<file path="src/rtl/int_bit_manip_core.sv">
// int_bit_manip_core
//   Registered 64-bit integer bit-manipulation unit. It clears, sets or reads
//   single bits of opa, loads opa, or shifts it (SLL/SRL/SRA). opb[5:0]
//   supplies the bit index or the shift amount. The active operand width N is
//   16, 32 or 64 bits, chosen by size_sel. Every result is zero-extended above
//   bit N-1. Results appear one cycle after an en edge.
//
//   Optional feature macro: INT_BIT_MANIP_POPCNT_EN
//     defined   : opcode 111 returns the population count of the operand.
//     undefined : opcode 111 is a legal no-op that returns 0.
//
// Ports
//   clk       in   1   rising-edge clock
//   rst       in   1   asynchronous, active-high reset
//   en        in   1   capture/compute strobe
//   operation in   3   opcode
//   size_sel  in   2   00=16b, 01=32b, 1x=64b
//   opa       in   W   data operand
//   opb       in   W   bit index / shift amount (only [5:0] used)
//   out       out  W   registered result
//   valid     out  1   one-cycle pulse marking an updated result
//   zero      out  1   registered (out == 0)
module int_bit_manip_core #(
   parameter int unsigned W = 64
) (
   input  logic         clk,
   input  logic         rst,
   input  logic         en,
   input  logic [2:0]   operation,
   input  logic [1:0]   size_sel,
   input  logic [W-1:0] opa,
   input  logic [W-1:0] opb,
   output logic [W-1:0] out,
   output logic         valid,
   output logic         zero
);

   typedef enum logic [2:0] {
      OP_CLR  = 3'b000,
      OP_SET  = 3'b001,
      OP_GET  = 3'b010,
      OP_LOAD = 3'b011,
      OP_SLL  = 3'b100,
      OP_SRL  = 3'b101,
      OP_SRA  = 3'b110,
      OP_EXT  = 3'b111
   } op_e;

   op_e          op;
   logic [W-1:0] mask;
   logic [6:0]   n_val;
   logic [W-1:0] a;
   logic [5:0]   idx;
   logic         in_range;
   logic         sign;
   logic [W-1:0] onehot;
   logic [W-1:0] sra_fill;
   logic [6:0]   pop_cnt;
   logic [W-1:0] res;

   logic [W-1:0] out_q, out_d;
   logic         valid_q, valid_d;
   logic         zero_q, zero_d;

   assign op     = op_e'(operation);
   assign idx    = opb[5:0];
   assign onehot = W'(1) << idx;

   always_comb begin
      mask  = '1;
      n_val = 7'd64;
      sign  = opa[63];
      case (size_sel)
         2'b00: begin
            mask  = W'(64'h0000_0000_0000_FFFF);
            n_val = 7'd16;
            sign  = opa[15];
         end
         2'b01: begin
            mask  = W'(64'h0000_0000_FFFF_FFFF);
            n_val = 7'd32;
            sign  = opa[31];
         end
         default: ;
      endcase
   end

   assign a        = opa & mask;
   assign in_range = ({1'b0, idx} < n_val);
   // Ones in the top idx bits of the active width: positions vacated by SRA.
   assign sra_fill = ~(mask >> idx) & mask;

   always_comb begin
      pop_cnt = '0;
      for (int unsigned k = 0; k < W; k++) begin
         pop_cnt = pop_cnt + 7'(a[k]);
      end
   end

   always_comb begin
      res = '0;
      case (op)
         OP_CLR:  res = in_range ? (a & ~onehot) : a;
         OP_SET:  res = in_range ? (a | onehot) : a;
         OP_GET:  res = in_range ? W'(a[idx]) : '0;
         OP_LOAD: res = a;
         OP_SLL:  res = in_range ? (a << idx) : '0;
         OP_SRL:  res = in_range ? (a >> idx) : '0;
         OP_SRA: begin
            if (in_range) res = (a >> idx) | (sign ? sra_fill : '0);
            else          res = sign ? mask : '0;
         end
         OP_EXT: begin
`ifdef INT_BIT_MANIP_POPCNT_EN
            res = W'(pop_cnt);
`else
            res = '0;
`endif
         end
         default: res = '0;
      endcase
      // Single point that enforces zero-extension above the active width.
      res = res & mask;
   end

   always_comb begin
      out_d   = out_q;
      zero_d  = zero_q;
      valid_d = 1'b0;
      if (en) begin
         out_d   = res;
         zero_d  = (res == '0);
         valid_d = 1'b1;
      end
   end

   always_ff @(posedge clk or posedge rst) begin
      if (rst) begin
         out_q   <= '0;
         valid_q <= 1'b0;
         zero_q  <= 1'b0;
      end else begin
         out_q   <= out_d;
         valid_q <= valid_d;
         zero_q  <= zero_d;
      end
   end

   assign out   = out_q;
   assign valid = valid_q;
   assign zero  = zero_q;

endmodule

</file>
<file path="config.mk">
export PLATFORM = sky130hd
export DESIGN_NAME = int_bit_manip_core
export DESIGN_NICKNAME = d
export VERILOG_FILES = /design/src/rtl/int_bit_manip_core.sv
export SDC_FILE = /design/constraint.sdc
export NUM_CORES = 1
export LEC_CHECK = 0
export ABC_AREA = 0
export BUFFER_PORTS_ARGS = -buffer_cell sky130_fd_sc_hd__buf_2
export CAP_MARGIN = 0
export CORE_MARGIN = 10
export CORE_UTILIZATION = 40
export DETAILED_ROUTE_END_ITERATION = 7
export PLACE_DENSITY_LB_ADDON = 0.3
export SLEW_MARGIN = 25
export SYNTH_ARGS = -nofsm -noshare
export SYNTH_HDL_FRONTEND = slang
export SYNTH_SLANG_ARGS = --single-unit
</file>
<file path="constraint.sdc">
create_clock -name clk -period 2.1 [get_ports clk]
set_clock_uncertainty 0.05 [all_clocks]
set_input_delay 0 -clock clk [delete_from_list [all_inputs] [get_ports clk]]
set_output_delay 0 -clock clk [all_outputs]
set_load 0.02 [all_outputs]
</file>
==> summary.md, run 1 <==
| Metric | Value |
|---|---|
| Top cells by area, synth | dfrtp_1 10%, mux4_2 9.0%, mux2i_1 8.7% |
| GRT Total Usage | 68.19% |
| Register area share after synthesis | 10.10% |
| Most used DFF post-synth | dfrtp_1 |
| Outcome | aborted with a tool error |
| Worst ep type | sequential cell input |
| Yosys top cell by area | dfrtp_1 |
| First error | [ERROR GRT-0232] Routing congestion too high. Check the congestion heatmap in the GUI. |
| Syn nets | 2382 |
| Number of library cell types mapped by synthesis | 98 |
| Last worst endpoint in the global-route repair_timing | zero$_DFFE_PP0P_/D |
| Post-synth ARST share | 100.0% |
| CTS Buffer Depth | 2 |
| Root buf cell | clkbuf_16 |
| HPWL after DPL | 117100 um |
| Synth warnings | 0 |
| Pin count of the biggest net entering global routing | 67 |
| IO Pins | 202 |
| Synth Register Bits | 66 |
| # port buffers | 143 |
| Netlist Area Pre-Place | 16360 um2 |
| Total gr overflow | 106 |
| Row Count | 74 |
| Clock sinks | 66 |
| Number of synthesized flops with an enable pin | 0 |
| Synthesized instance count | 2245 |
| Die W | 222.2 um |
| RePlAce Congestion | 1.419 |
| Last step reached | global routing |
| Synth top area share | 10.10% |
| Cells after DPL | 3796 |
| Initial Utilization | 40.24% |
| Die Ht | 222.2 um |
| Mapped Avg Cell Area | 7.285 um2 |
| CTS Buf Count | 9 |
| H-tree depth | 3 |
==> repair_timing <==
item | CTS
resized for setup | 560
hold buffers | 1
endpoints found under the setup margin | 65
gates cloned | 12
buffers inserted | 78
endpoints found under the hold margin | 66
pin swaps | 112
==> synth_stat cells, types with 36 or more instances <==
cell	count
o22ai_1	77
mux2_2	87
mux2i_1	142
clkbuf_1	158
nor3_1	38
dfrtp_1	66
a31oi_1	43
nand2_1	227
nor2_1	196
nand3_1	68
a21oi_1	168
buf_2	58
a221oi_1	36
a211oi_1	37
mux4_2	65
o21ai_0	167
==> per-layer routing <==
metal  GRT usage [%]  GRT overflow
met1           69.50             3
met2           81.70            50
met3           55.65             3
met4           62.85            49
met5           33.10             1
==> stage by stage <==
step | setup TNS, ns | area (um2) | setup WS [ns]
after CTS | -9.960 | 29700 | -0.8090
after detailed placement | -59.18 | 25900 | -1.889
after global placement | -57.47 | 25900 | -1.892
after floorplan | -19.40 | 16760 | -0.9360
==> logic make-up after synthesis <==
group | after synthesis | synth area share [%]
AO/OA/AOI/OAI | 878 | 37.05
AND/OR/NAND/NOR | 696 | 19.79
multiplexers | 298 | 23.99
buffers and inverters | 297 | 8.461
flip-flops | 66 | 10.10
adder cells (fa/ha/maj) | 8 | 0.5049
XOR/XNOR | 2 | 0.1071
==> inputs of run 2 (changes only) <==
CORE_UTILIZATION = 25   (was 40)
PLACE_DENSITY_LB_ADDON = 0.15   (was 0.3)
==> run 2 against run 1 <==
Compared with the run above:
- the flow now finishes, with violations (setup timing)
- synthesized area unchanged
- synthesized cell count is the same
==> summary.md, run 2 <==
| Metric | Value |
|---|---|
| Outcome | complete, but fails checks (was aborted with a tool error) |
| Violated checks | setup timing |
| CP Capture Point | zero |
| Pin count of the biggest net entering global routing | 49 |
| FF-to-FF End | out[22] |
| Top cells by area, synth | dfrtp_1 10%, mux4_2 9.0%, mux2i_1 8.7% (unchanged) |
| Most used DFF post-synth | dfrtp_1 (unchanged) |
| Adder-cell share of the synthesized area | 0.5049% (unchanged) |
| Fin Hold WS | 0.1613 ns |
| Post-synth ARST share | 100.0% (unchanged) |
| Largest fanout on the critical path | 7 |
| Critical path class | in -> reg |
| R2r worst-path depth | 1 |
| # port buffers | 143 (unchanged) |
| GRT Total Usage | 44.38% |
| Commonest non-fill, non-tap cell in the layout | buf_4 |
| Synth Register Bits | 66 (unchanged) |
| Mux share of post-synthesis cell area | 23.99% (unchanged) |
| Crit path cell chain | clkbuf_16, mux4_2, o311a_1, mux2_4, a221o_1, buf_4, o211ai_1, a32oi_1, buf_4, or4_4, nor4_2, buf_4, a32o_1 |
| Final TNS setup | -22.28 ns |
| Reg clk slew, reported paths | 0.06 ns |
| Crit end category | flip-flop |
| Fmax | 312.9 MHz |
| Commonest cells post-synth | 227 x nand2_1, 196 x nor2_1, 168 x a21oi_1 (unchanged) |
| Reg2reg setup slack | 1.26 ns |
| Initial antenna violation count | 13 |
| IO Pins | 202 (unchanged) |
| Die area | 76050 um2 |
| Final Cycle Share | 152.2% |
| Clock sinks | 66 (unchanged) |
| DRT iter0 DRCs | 4895 |
| Layout cells sized above 1 | 62.95% |
| Slew @ Worst Pin | 1.065 ns |
| Synth Area in Compound Gates | 37.05% (unchanged) |
| Synth top area share | 10.10% (unchanged) |
| Commonest non-fill, non-tap cells in the layout | 1131 x buf_4, 192 x nand2_1, 153 x buf_6 |
| Count leader, synth | nand2_1 (unchanged) |
| Syn nets | 2382 (unchanged) |
| Simple-gate share of the synthesized area | 19.79% (unchanged) |
| Critical path depth in cells | 13 |
| H-tree depth | 3 (unchanged) |
| Vias in the first global route | 27820 |
| Max_slew headroom | 28.34% |
| Worst R2R Start | out[22] |
| Largest register FFs | 64 |
| Fin. Hold Viols | 0 |
| Number of library cell types mapped by synthesis | 98 (unchanged) |
| Hold Path Class | in -> reg |
| Max_cap viols | 0 |
| Crit-path leading delay family | compound AO/OA/AOI/OAI gates |
| Synth warnings | 0 (unchanged) |
| Synthesized instance count | 2245 (unchanged) |
| CTS Buffer Depth | 2 (unchanged) |
| Total gr overflow | 0 |
| DRT Wirelength | 176400 um |
| RSZ-0062 raised after global routing | true |
| Crit start category | primary input |
| Drt first pass iters | 7 |
| Fill cell count | 6239 |
| HPWL after DPL | 142300 um (was 117100 um) |
| Max stage delay on crit path | 0.52 ns |
| Netlist Area Pre-Place | 16360 um2 (unchanged) |
| Die Ht | 275.8 um (was 222.2 um) |
| Top cell by count, worst path | buf_4 |
| Mapped Avg Cell Area | 7.285 um2 (unchanged) |
| Final ANT Viol Nets | 0 |
| PD cells | 398.6 nW/um2 |
| Register area share after synthesis | 10.10% (unchanged) |
| Yosys top cell by area | dfrtp_1 (unchanged) |
| RePlAce Congestion | 1.197 (was 1.419) |
| Root buf cell | clkbuf_16 (unchanged) |
| Data arrival, critical path | 3.43 ns |
| Critical path buffers and inverters | 4 |
| Vias | 28960 |
| First-pass GRT wire length | 235200 um |
| Pleak | 0.01403 uW |
| Final setup margin | -1.096 ns |
| P&R area growth vs syn | 102.4% |
| Worst vdd ir | 497.7 uV |
| Vias per cell | 6.642 |
| # nets final | 3630 |
| Core area | 64580 um2 |
| CTS Buf Count | 9 (unchanged) |
| Setup violators final | 65 |
| Post-Synth XOR/XNOR Area | 0.1071% (unchanged) |
| Number of synthesized flops with an enable pin | 0 (unchanged) |
| Slowest CP cell | mux4_2 |
| Crit path launch | opb[0] |
| WL/cell | 40.47 um |
| Minimum clock period after layout | 3.196 ns |
| Final count of pins violating max slew | 0 |
| Worst skew pair latency | 0.35 ns |
| Initial Utilization | 25.33% (was 40.24%) |
| Largest family of logic cells by synthesized area | compound AO/OA/AOI/OAI gates (unchanged) |
| Die W | 275.8 um (was 222.2 um) |
| Worst EP required | 2.34 ns |
| Hold Crit Depth | 5 |
| Row Count | 93 (was 74) |
| CTS tree | yes |
| DRC | 0 |
run 2: logic make-up (layout without fill, tap and decap cells):
logic type,after synthesis,count (layout)
AOI/OAI and AO/OA,878,878
and+or+nand+nor,696,696
muxes,298,298
buffers and inverters,297,1550
DFF,66,66
adders and majority gates,8,8
xor gates and xnor gates,2,2
other,0,7
run 2: worst min path at each step:
stage              end  start
2_1_floorplan    valid     en
3_5_place_dp   out[45]    rst
5_1_grt        out[23]     en
6_report       out[23]     en
3_3_place_gp    out[0]    rst
4_1_cts          valid     en
run 2: stage by stage:
step / total power, uW / std cells / cell area, um2 / setup slack, ns / utilization [%]
finish: 13200 / 4360 / 33100 / -1.096 / 51.26
global route: 13310 / 4356 / 33090 / -1.052 / 51.24
CTS: 12060 / 4292 / 31010 / -0.9573 / 48.02
detailed placement: 9254 / 4188 / 27040 / -2.007 / 41.88
global placement: 9251 / 4187 / 27030 / -2.106 / 41.86
floorplan: 4526 / 2245 / 16760 / -0.9360 / -
run 2: cell type report:
cell class / count / area, um2 / area share (%)
multi-input combinational: 1882 / 17120 / 51.72
timing repair buffer: 1514 / 12820 / 38.74
sequential: 66 / 1652 / 4.989
tap: 855 / 1070 / 3.232
clock buffer: 9 / 225.2 / 0.6803
clock inverter: 7 / 101.3 / 0.3062
inverter: 20 / 92.59 / 0.2797
antenna: 7 / 17.52 / 0.05292
run 2: routing by layer:
layer	share of wire, %	GRT usage [%]
met3	14	16.25
met2	40	63.32
met1	37	53.99
met5	0.032	0.8980
met4	10	32.44
run 2: repair_timing:
item                       4_1_cts  5_1_grt
buffers inserted                92       86
hold endpoints to repair        22        0
hold buffers                     1        0
gates resized for setup        594      336
pin swaps                      117      150
setup endpoints to repair       65       65
cloned                           6        2
run 2: report_power, final:
part	switching, uW	internal [uW]
clock	656	1050
sequential	76.6	1410
combinational	5710	4300
total	6440	6760
(Power assumes the default switching activity.)
==> inputs of run 3 (changes only) <==
BUFFER_PORTS_ARGS = unset   (was -buffer_cell sky130_fd_sc_hd__buf_2)
DONT_BUFFER_PORTS = 1   (was unset)
==> run 3 against run 2 <==
Compared with the run above:
- the run still ends with setup timing left
- total power down 17%
- non-clock buffer count down 501
- worst hold slack worse by 0.13 ns
- routed wire length down 3.1%
- critical endpoint unchanged
==> summary.md, run 3 (synthesis gave the netlist of run 2 again) <==
| Metric | Value |
|---|---|
| H-tree depth | 3 (unchanged) |
| Violated checks | setup timing (unchanged) |
| Root buf cell | clkbuf_16 (unchanged) |
| Largest fanout on the critical path | 198 (was 7) |
| Multi-input gate area in the final layout | 15790 um2 (was 17120 um2) |
| Final setup margin | -0.9396 ns (was -1.096 ns) |
| Fin. Hold Viols | 0 (unchanged) |
| R2r worst-path depth | 1 (unchanged) |
| Worst skew pair latency | 0.34 ns (was 0.35 ns) |
| Layout cells sized above 1 | 51.18% (was 62.95%) |
| Fmax | 329.0 MHz (was 312.9 MHz) |
| Fill cell count | 6654 (was 6239) |
| Die Ht | 275.8 um (unchanged) |
| Total power | 10910 uW (was 13200 uW) |
| # port buffers | 0 (was 143) |
| Crit end category | flip-flop (unchanged) |
| FF-to-FF End | out[13] (was out[22]) |
| Outcome | complete, but fails checks (unchanged) |
| RSZ-0062 raised after global routing | true (unchanged) |
| Slew @ Worst Pin | 0.9081 ns (was 1.065 ns) |
| Register Area | 1652 um2 (unchanged) |
| Total gr overflow | 0 (unchanged) |
| HPWL after DPL | 135100 um (was 142300 um) |
| Worst vdd ir | 418.7 uV (was 497.7 uV) |
| Worst EP required | 2.33 ns (was 2.34 ns) |
| DRC | 0 (unchanged) |
| Initial antenna violation count | 10 (was 13) |
| Drt first pass iters | 8 (was 7) |
| Critical path class | in -> reg (unchanged) |
| Reg clk slew, reported paths | 0.06 ns (about the same) |
| Final count of pins violating max slew | 0 (unchanged) |
| Max_cap viols | 0 (unchanged) |
| DRT Wirelength | 171000 um (was 176400 um) |
| IO Pins | 202 (unchanged) |
| Data arrival, critical path | 3.27 ns (was 3.43 ns) |
| Setup violators final | 64 (was 65) |
| Vias in the first global route | 24810 (was 27820) |
| Crit path launch | opb[2] (was opb[0]) |
| Vias per cell | 6.828 (was 6.642) |
| Commonest non-fill, non-tap cells in the layout | 854 x buf_4, 207 x nand2_1, 165 x nor2_1 (was 1131 x buf_4, 192 x nand2_1, 153 x buf_6) |
| CTS tree | yes (unchanged) |
| Crit start category | primary input (unchanged) |
| Final ANT Viol Nets | 0 (unchanged) |
| Pleak | 0.01118 uW (was 0.01403 uW) |
| PD cells | 395.1 nW/um2 (was 398.6 nW/um2) |
| CP Capture Point | zero (unchanged) |
| Die W | 275.8 um (unchanged) |
| Hold Crit Depth | 3 (was 5) |
| RePlAce Congestion | 1.141 (was 1.197) |
| Largest register FFs | 64 (unchanged) |
| Worst R2R Start | out[13] (was out[22]) |
| Initial Utilization | 25.33% (unchanged) |
| DRT iter0 DRCs | 4800 (was 4895) |
| Reg2reg setup slack | 1.13 ns (was 1.26 ns) |
| Die area | 76050 um2 (unchanged) |
| CTS Buffer Depth | 2 (unchanged) |
| Minimum clock period after layout | 3.040 ns (was 3.196 ns) |
| CTS Buf Count | 9 (unchanged) |
| Pin count of the biggest net entering global routing | 199 (was 49) |
| Final Cycle Share | 144.7% (was 152.2%) |
| Place WS | -1.603 ns (was -2.007 ns) |
| WL/cell | 44.27 um (was 40.47 um) |
| Clock sinks | 66 (unchanged) |
| Fin Hold WS | 0.02964 ns (was 0.1613 ns) |
| Max_slew headroom | 38.90% (was 28.34%) |
| P&R area growth vs syn | 68.87% (was 102.4%) |
| First-pass GRT wire length | 225300 um (was 235200 um) |
| Core area | 64580 um2 (unchanged) |
| Hold Path Class | in -> reg (unchanged) |
| Commonest non-fill, non-tap cell in the layout | buf_4 (unchanged) |
| GRT Total Usage | 43.18% (was 44.38%) |
| Row Count | 93 (unchanged) |
| Vias | 26370 (was 28960) |
| # nets final | 3129 (was 3630) |
==> run 3: cell types whose count changed in the layout (fill, tap and decap cells not counted), sizes merged, moves of 3 or more <==
cell,change
buf,-494
diode,+3
clkbuf,-9
dlygate4sd3,+3
==> run 3: area by class of cell <==
type,instances,area share [%]
Clock inverter,6,0.3262
Antenna cell,10,0.09060
Multi-Input combinational cell,1882,57.17
Sequential cell,66,5.980
Tap cell,855,3.873
Clock buffer,10,0.8290
Timing Repair Buffer,1013,31.33
Inverter,20,0.4032
==> run 3: worst min path at each step <==
stage | startpoint | endpoint | slack [ns]
2_1_floorplan | en | valid | -0.02
3_3_place_gp | en | valid | -0.01
3_5_place_dp | en | valid | -0.01
4_1_cts | opa[12] | out[12] | 0.008
5_1_grt | opa[12] | out[12] | 0.04
6_report | opa[12] | out[12] | 0.03
==> run 3: what timing repair did <==
item,in CTS,in global routing
endpoints found under the hold margin,124,0
pin swaps,81,94
cloned,0,0
setup endpoints to repair,64,65
gates resized for setup,287,258
hold buffers,5,0
buffers inserted,50,41
==> run 3: where the power goes <==
| group | total (uW) | internal (uW) | switching, uW | leakage (uW) |
|---|---|---|---|---|
| sequential | 1720 | 1410 | 315 | 0.000848 |
| clock | 1650 | 1040 | 608 | 0.000153 |
| combinational | 7540 | 3350 | 4190 | 0.0102 |
| total | 10900 | 5800 | 5110 | 0.0112 |
==> run 3: routing by layer <==
layer  wire [um]  GRT usage [%]
met3       21220          13.70
met4       16040          30.28
met2       68810          61.91
met5          42              0
met1       64840          54.12
==> run 3: worst max-delay path: stages <==
cell and delay, ns:
mux2i_1 0.36, buf_4 0.14, nor2_1 0.04, o32ai_2 0.44, a211oi_1 0.10, buf_4 0.18, o211a_1 0.25, a221oi_4 0.30
buf_6 0.17, nor3b_4 0.27, nand4b_1 0.19, nor4_2 0.34, a32o_1 0.20
==> run 3: through the flow <==
| step | util, % | instance area (um2) | cells | TNS (ns) |
|---|---|---|---|---|
| 2_1_floorplan | - | 16760 | 2245 | -19.40 |
| 3_3_place_gp | 37.12 | 23970 | 3760 | -48.19 |
| 3_5_place_dp | 37.14 | 23980 | 3760 | -46.12 |
| 4_1_cts | 40.46 | 26130 | 3823 | -5.907 |
| 5_1_grt | 42.73 | 27600 | 3852 | -10.61 |
| 6_report | 42.77 | 27620 | 3862 | -16.85 |
